===== src/rtl/imm_load_encoder_if.sv =====
// imm_load_encoder_if: request/instruction-stream bundle between the loader, the encoder and instruction memory.
interface imm_load_encoder_if;
    logic        in_valid;
    logic        in_ready;
    logic [15:0] in_value;
    logic [2:0]  in_reg;
    logic        out_valid;
    logic        out_ready;
    logic [15:0] out_instr;
    logic        out_last;
    logic        busy;
    modport master (
        output in_valid, in_value, in_reg, out_ready,
        input  in_ready, out_valid, out_instr, out_last, busy
    );
    modport slave (
        input  in_valid, in_value, in_reg, out_ready,
        output in_ready, out_valid, out_instr, out_last, busy
    );
endinterface


===== src/rtl/imm_load_encoder.sv =====
// imm_load_encoder: streams LI/SLL/ADDIU words that rebuild a 16-bit constant in a register.
// Define IMM_LOAD_ENCODER_SHORT_EN to emit the shortest 1-3 word sequence instead of always three.
module imm_load_encoder (
    input logic clk,
    input logic rst,
    imm_load_encoder_if.slave bus
);
    localparam logic [4:0] OP_LI    = 5'b01101;
    localparam logic [4:0] OP_SLL   = 5'b00110;
    localparam logic [4:0] OP_ADDIU = 5'b01001;
    typedef enum logic [1:0] {IDLE, LI, SLL, ADDIU} state_t;
    state_t state;
    logic [7:0] lo;
    logic [2:0] r;
    logic has_sll, has_addiu;
    logic [7:0] li_imm;
    logic pick_sll, pick_addiu;
    logic hs;
    logic [7:0] h;
    assign hs = bus.out_valid && bus.out_ready;
    // Rounding the high byte up when bit 7 is set cancels ADDIU's sign extension.
    assign h = bus.in_value[15:8] + {7'd0, bus.in_value[7]};
    assign bus.in_ready = state == IDLE;
    assign bus.busy = state != IDLE;
    assign bus.out_valid = state != IDLE;
`ifdef IMM_LOAD_ENCODER_SHORT_EN
    logic hi_zero, neg_byte, lo_zero;
    assign hi_zero = bus.in_value[15:8] == 8'h00;
    assign neg_byte = &bus.in_value[15:7];
    assign lo_zero = bus.in_value[7:0] == 8'h00;
    always_comb begin
        li_imm = hi_zero ? bus.in_value[7:0] : neg_byte ? 8'h00 : lo_zero ? bus.in_value[15:8] : h;
        pick_sll = !hi_zero && !neg_byte;
        pick_addiu = !hi_zero && (neg_byte || !lo_zero);
    end
`else
    always_comb begin
        li_imm = h;
        pick_sll = 1'b1;
        pick_addiu = 1'b1;
    end
`endif
    always_ff @(posedge clk or posedge rst) begin
        if (rst) begin
            state <= IDLE;
            bus.out_instr <= 16'h0000;
            bus.out_last <= 1'b0;
            lo <= 8'h00;
            r <= 3'd0;
            has_sll <= 1'b0;
            has_addiu <= 1'b0;
        end else begin
            case (state)
                IDLE: if (bus.in_valid) begin
                    state <= LI;
                    r <= bus.in_reg;
                    lo <= bus.in_value[7:0];
                    has_sll <= pick_sll;
                    has_addiu <= pick_addiu;
                    bus.out_instr <= {OP_LI, bus.in_reg, li_imm};
                    bus.out_last <= !pick_sll && !pick_addiu;
                end
                LI: if (hs) begin
                    if (has_sll) begin
                        state <= SLL;
                        bus.out_instr <= {OP_SLL, r, r, 5'b00000};
                        bus.out_last <= !has_addiu;
                    end else if (has_addiu) begin
                        state <= ADDIU;
                        bus.out_instr <= {OP_ADDIU, r, lo};
                        bus.out_last <= 1'b1;
                    end else begin
                        state <= IDLE;
                        bus.out_instr <= 16'h0000;
                        bus.out_last <= 1'b0;
                    end
                end
                SLL: if (hs) begin
                    state <= has_addiu ? ADDIU : IDLE;
                    bus.out_instr <= has_addiu ? {OP_ADDIU, r, lo} : 16'h0000;
                    bus.out_last <= has_addiu;
                end
                default: if (hs) begin
                    state <= IDLE;
                    bus.out_instr <= 16'h0000;
                    bus.out_last <= 1'b0;
                end
            endcase
        end
    end
endmodule


===== src/flat_wrapper.sv =====
// flat-port wrapper written by rule: the top's interface ports become plain ports
module imm_load_encoder_flat 
  (clk, rst, bus_in_valid, bus_in_value, bus_in_reg, bus_out_ready, bus_in_ready, bus_out_valid, bus_out_instr, bus_out_last, bus_busy);
  imm_load_encoder_if bus_i ();
  input logic clk;
  input logic rst;
  input wire logic [$bits(bus_i.in_valid)-1:0] bus_in_valid;
  input wire logic [$bits(bus_i.in_value)-1:0] bus_in_value;
  input wire logic [$bits(bus_i.in_reg)-1:0] bus_in_reg;
  input wire logic [$bits(bus_i.out_ready)-1:0] bus_out_ready;
  output wire logic [$bits(bus_i.in_ready)-1:0] bus_in_ready;
  output wire logic [$bits(bus_i.out_valid)-1:0] bus_out_valid;
  output wire logic [$bits(bus_i.out_instr)-1:0] bus_out_instr;
  output wire logic [$bits(bus_i.out_last)-1:0] bus_out_last;
  output wire logic [$bits(bus_i.busy)-1:0] bus_busy;
  assign bus_i.in_valid = bus_in_valid;
  assign bus_i.in_value = bus_in_value;
  assign bus_i.in_reg = bus_in_reg;
  assign bus_i.out_ready = bus_out_ready;
  assign bus_in_ready = bus_i.in_ready;
  assign bus_out_valid = bus_i.out_valid;
  assign bus_out_instr = bus_i.out_instr;
  assign bus_out_last = bus_i.out_last;
  assign bus_busy = bus_i.busy;
  imm_load_encoder u_core (.clk(clk), .rst(rst), .bus(bus_i));
endmodule

===== config.mk =====
export PLATFORM = sky130hd
export DESIGN_NAME = imm_load_encoder_flat
export DESIGN_NICKNAME = d
export VERILOG_FILES = /design/src/rtl/imm_load_encoder_if.sv /design/src/rtl/imm_load_encoder.sv /design/src/flat_wrapper.sv
export SDC_FILE = /design/constraint.sdc
export NUM_CORES = 1
export LEC_CHECK = 0
export CAP_MARGIN = 20
export CORE_MARGIN = 1.5
export CORE_UTILIZATION = 42
export CTS_BUF_LIST = sky130_fd_sc_hd__clkbuf_4 sky130_fd_sc_hd__clkbuf_8 sky130_fd_sc_hd__clkbuf_16
export CTS_CLUSTER_DIAMETER = 60
export DETAILED_ROUTE_END_ITERATION = 7
export MAX_ROUTING_LAYER = met4
export PLACE_DENSITY = 0.81
export SLEW_MARGIN = 15
export SYNTH_ARGS = -nofsm -noshare
export SYNTH_HDL_FRONTEND = slang
export SYNTH_SLANG_ARGS = --single-unit

===== constraint.sdc =====
create_clock -name clk -period 1.23 [get_ports clk]
set_clock_uncertainty 0.05 [all_clocks]
set_input_delay 0.123 -clock clk [delete_from_list [all_inputs] [get_ports clk]]
set_output_delay 0.123 -clock clk [all_outputs]
set_load 0.03 [all_outputs]

==> results.rst <==
.. list-table::
   :header-rows: 1

   * - Metric
     - Value
   * - Run status
     - complete, but fails checks
   * - Violations in the final reports
     - setup timing
   * - Max clock buf depth
     - 2
   * - Tightest Hold Check Type
     - in2async
   * - Power density normalized to cell area
     - 2470 mW/mm^2
   * - Fin worst setup slack
     - -0.310 ns
   * - Top fanout value on the critical path
     - 8
   * - Critical path type
     - reg2reg
   * - Signal arrival time at the worst endpoint
     - 1.72 ns
   * - Final count of negative-setup-slack endpoints
     - 30
   * - Std-Cell Rows
     - 21
   * - Residual DRC count
     - 0
   * - Yosys Warn Count
     - 0
   * - Number of synthesized register bits
     - 28
   * - Total gr overflow
     - 0
   * - Max-slew violation total from the final report
     - 0
   * - Number of buffers added by the clock tree synthesis step
     - 3
   * - WL per Instance
     - 14.2 um
   * - Number of nets with antenna violations after detailed routing
     - 0
   * - Proportion of total power due to net switching
     - 44.0%
   * - Net switching power figure
     - 2.39 mW
   * - Vias in the first global route
     - 1236
   * - Proportion of layout cells with a drive suffix above 1
     - 35.8%
   * - Clock sink total
     - 28
   * - Total I/O pin count
     - 43
   * - CTS H-Tree Depth
     - 1
   * - Nets@finish
     - 244
   * - Portion of total power attributed to combinational logic
     - 62.3%
   * - Unrepaired setup endpoints after global routing
     - yes
   * - Largest net degree at the start of global routing
     - 29
   * - Cell leakage power
     - 1.03 nW
   * - Synthesis-to-layout area growth
     - 51.2%
   * - Internal Dissipation
     - 3.05 mW
   * - Clock tree from TritonCTS
     - built
   * - Cts-stage hold buffer count
     - 0
   * - Clock group share of total power
     - 7.8%
   * - Violation count after the first detailed-route iteration
     - 85
   * - Finished Layout Cells
     - 264
   * - Wire length of the first global-routing pass
     - 5610 um
   * - Count of endpoints failing hold in the final timing report
     - 0
   * - Critical Path Max Stage Delay
     - 0.44 ns
   * - Max-cap violations
     - 0
   * - Area of the core region
     - 0.00334 mm^2
   * - CTS clk-pin slew, worst paths
     - 0.16 ns
   * - Relative contribution of sequential cells to total power
     - 29.8%
   * - Crit path capture type
     - flop
   * - Maximum achievable frequency
     - 649 MHz
   * - Portion of the post-synthesis area used by sequential elements
     - 48.1%
   * - Ratio of routed vias to standard cells
     - 5.05
   * - Clock insertion delay at the later pin of the skew report
     - 0.35 ns
   * - Overall track demand over capacity in global routing
     - 21.1%
   * - Fill count
     - 283
   * - Total power
     - 5.45 mW
   * - Floorplan die height
     - 61.9 um
   * - Instance count after placement with tap cells included
     - 254
   * - Initial Utilization
     - 43.6%
   * - Number of distinct standard cells referenced by the synthesized netlist
     - 34
   * - Antenna diode count
     - 0
   * - Synthesized netlist cell count
     - 157
   * - Crit-path slowest cell
     - sky130_fd_sc_hd__dfrtp_2
   * - Nets in the synthesized netlist
     - 182
   * - Area of the die
     - 0.00383 mm^2
   * - Post-Syn Area per Cell
     - 9.28 um^2
   * - Maximum resistive drop on vdd
     - 0.924 mV
   * - Antenna violations before repair
     - 0
   * - Portion of the clock cycle consumed by the worst path in the final layout
     - 125%
   * - Overall routed net length
     - 3760 um
   * - Port Buffer Count
     - 41
   * - CP Data Required Time
     - 1.41 ns
   * - Cell at the root of the clock tree
     - sky130_fd_sc_hd__clkbuf_4
   * - Type of origin of the critical path
     - flop
   * - Routed via count
     - 1332
   * - HPWL after DPL
     - 2450 um
   * - Syn Std Cell Area
     - 0.00146 mm^2
   * - Last weighted congestion value of the routability-driven placer
     - 0.894
   * - Cells along the critical path
     - buf_6, buf_4, mux2i_1, o21ai_2, a32oi_1, o21ai_1
   * - Total iterations of the first detailed-routing run
     - 4
   * - Post-layout minimum cycle time
     - 1.54 ns
   * - Horizontal die dimension
     - 61.9 um
## cells by family after synthesis
family          synth area share (%)
mux                            0.687
fa+ha+maj                       1.72
simple gates                    21.9
flops                           48.1
buf+inv                         7.04
compound gates                  16.7
other cells                    0.257
xor+xnor                        3.61
## critical path: cells and delay by family (launching register included)
| kind | cells | cell delay (ns) |
|---|---|---|
| buffers and inverters | 2 | 0.28 |
| DFF | 1 | 0.44 |
| muxes | 1 | 0.24 |
| AOI/OAI and AO/OA | 3 | 0.41 |
## Yosys cell counts
cell / instances / share of area [%]
sky130_fd_sc_hd__nand2_1: 42 / 11
sky130_fd_sc_hd__dfrtp_1: 28 / 48
sky130_fd_sc_hd__a21oi_1: 10 / 3.4
sky130_fd_sc_hd__nor2_1: 9 / 2.3
sky130_fd_sc_hd__o21ai_1: 7 / 2.4
sky130_fd_sc_hd__nand3_1: 6 / 2.1
sky130_fd_sc_hd__a22oi_1: 5 / 2.6
sky130_fd_sc_hd__buf_4: 5 / 2.6
sky130_fd_sc_hd__buf_2: 4 / 1.4
sky130_fd_sc_hd__a22o_1: 3 / 1.8
sky130_fd_sc_hd__a32oi_1: 3 / 1.8
sky130_fd_sc_hd__buf_6: 3 / 2.3
sky130_fd_sc_hd__nor2b_1: 3 / 1.3
sky130_fd_sc_hd__xnor2_1: 3 / 1.8
sky130_fd_sc_hd__xor2_1: 3 / 1.8
sky130_fd_sc_hd__a21o_1: 2 / 1.0
sky130_fd_sc_hd__and3_1: 2 / 0.86
sky130_fd_sc_hd__ha_1: 2 / 1.7
sky130_fd_sc_hd__inv_1: 2 / 0.52
sky130_fd_sc_hd__a21oi_4: 1 / 1.1
sky130_fd_sc_hd__a311oi_1: 1 / 0.60
sky130_fd_sc_hd__conb_1: 1 / 0.26
sky130_fd_sc_hd__inv_2: 1 / 0.26
sky130_fd_sc_hd__mux2i_1: 1 / 0.69
sky130_fd_sc_hd__nand2_4: 1 / 0.77
sky130_fd_sc_hd__nand3b_1: 1 / 0.52
sky130_fd_sc_hd__nor2b_2: 1 / 0.60
sky130_fd_sc_hd__nor3_1: 1 / 0.34
sky130_fd_sc_hd__nor3b_4: 1 / 1.3
sky130_fd_sc_hd__o211a_1: 1 / 0.69
sky130_fd_sc_hd__o21ai_0: 1 / 0.34
sky130_fd_sc_hd__o31ai_2: 1 / 0.86
sky130_fd_sc_hd__or2_2: 1 / 0.43
sky130_fd_sc_hd__or2_4: 1 / 0.60
## final timing paths
| path | from | endpoint | slack, ns | cells after the start |
|---|---|---|---|---|
| max in group asynchronous | rst | u_core.r[1]$_DFFE_PP0P_ | 0.91 | 3 |
| setup reg to reg | u_core.state[1]$_DFFE_PP0P_ | u_core.bus.out_instr[7]$_DFFE_PP0P_ | -0.31 | 6 |
| hold reg to reg | u_core.bus.out_last$_DFFE_PP0P_ | u_core.bus.out_last$_DFFE_PP0P_ | 0.45 | 1 |
| hold / removal | rst | u_core.bus.out_instr[6]$_DFFE_PP0P_ | 0.04 | 3 |
| setup / recovery | u_core.state[1]$_DFFE_PP0P_ | u_core.bus.out_instr[7]$_DFFE_PP0P_ | -0.31 | 6 |
| min in group clk | bus_in_value[1] | u_core.lo[1]$_DFFE_PP0P_ | 0.23 | 3 |
## final cells by class
class	instances	area, um^2	share of cell area (%)
clock buffer	4	30.0	1.36
inverter	3	16.3	0.739
multi-input combinational	115	774	35.2
sequential	28	704	32.0
tap	46	57.6	2.61
timing repair buffer	68	619	28.1
## power by group through the flow
stage | Sequential (mW) | Clock [mW] | Combinational, mW
floorplan | 2.01 | 0 | 1.41
global route | 1.67 | 0.483 | 3.68
global placement | 1.66 | 0 | 2.71
finish | 1.63 | 0.428 | 3.39
detailed placement | 1.68 | 0 | 2.75
CTS | 1.60 | 0.442 | 3.03
## through the flow
stage	hold WS [ns]	setup slack, ns	TNS (ns)	utilization, %	cell area [um^2]
after detailed placement	0.414	-0.348	-5.70	59.8	2000
after global placement	0.409	-0.288	-5.16	59.8	2000
after global routing	0.0371	-0.381	-7.45	66.0	2200
after CTS	0.0421	-0.274	-5.01	63.4	2110
final	0.0443	-0.310	-5.63	66.0	2200
after floorplan	0.138	-0.119	-2.03	-	1470
## flip-flops by register name (all words and copies together) (netlist names)
signal                flops
u_core.bus.out_last       1
u_core.bus.out_instr     13
u_core.r                  3
u_core.has_sll            1
u_core.lo                 8
u_core.state              2
## repair_timing
item,4_1_cts,5_1_grt
gates cloned,1,0
resized for setup,39,46
pin swaps,3,15
setup endpoints to repair,39,41
setup buffers,5,3
## metal layers
layer | track usage (%) | share of wire, % | up-vias
met5 | - | 0 | -
met4 | 7.90 | 0.82 | 0
met3 | 3.52 | 5.3 | 4
met2 | 33.5 | 50 | 41
met1 | 27.1 | 43 | 634
li1 | - | - | 653
## layout by cell type (no fill, tap or decap), types with 2 or more instances in the layout
| cell | netlist | layout |
|---|---|---|
| sky130_fd_sc_hd__nand2_1 | 42 | 41 |
| sky130_fd_sc_hd__o21ai_2 | 0 | 2 |
| sky130_fd_sc_hd__a21o_1 | 2 | 2 |
| sky130_fd_sc_hd__clkbuf_4 | 0 | 4 |
| sky130_fd_sc_hd__buf_4 | 5 | 19 |
| sky130_fd_sc_hd__xnor2_1 | 3 | 3 |
| sky130_fd_sc_hd__dfrtp_1 | 28 | 25 |
| sky130_fd_sc_hd__a21oi_1 | 10 | 9 |
| sky130_fd_sc_hd__nor2b_4 | 0 | 2 |
| sky130_fd_sc_hd__nor2b_1 | 3 | 2 |
| sky130_fd_sc_hd__nand2_8 | 0 | 2 |
| sky130_fd_sc_hd__o21ai_1 | 7 | 5 |
| sky130_fd_sc_hd__nand3_1 | 6 | 6 |
| sky130_fd_sc_hd__nor2_1 | 9 | 7 |
| sky130_fd_sc_hd__xor2_1 | 3 | 3 |
| sky130_fd_sc_hd__a22o_1 | 3 | 3 |
| sky130_fd_sc_hd__buf_6 | 3 | 17 |
| sky130_fd_sc_hd__clkdlybuf4s50_1 | 0 | 22 |
| sky130_fd_sc_hd__dfrtp_2 | 0 | 3 |
| sky130_fd_sc_hd__buf_2 | 4 | 9 |
| sky130_fd_sc_hd__ha_1 | 2 | 2 |
| sky130_fd_sc_hd__inv_1 | 2 | 2 |
| sky130_fd_sc_hd__a32oi_1 | 3 | 2 |
| sky130_fd_sc_hd__a22oi_2 | 0 | 5 |
Note: power is estimated with default switching activity, not from simulation.
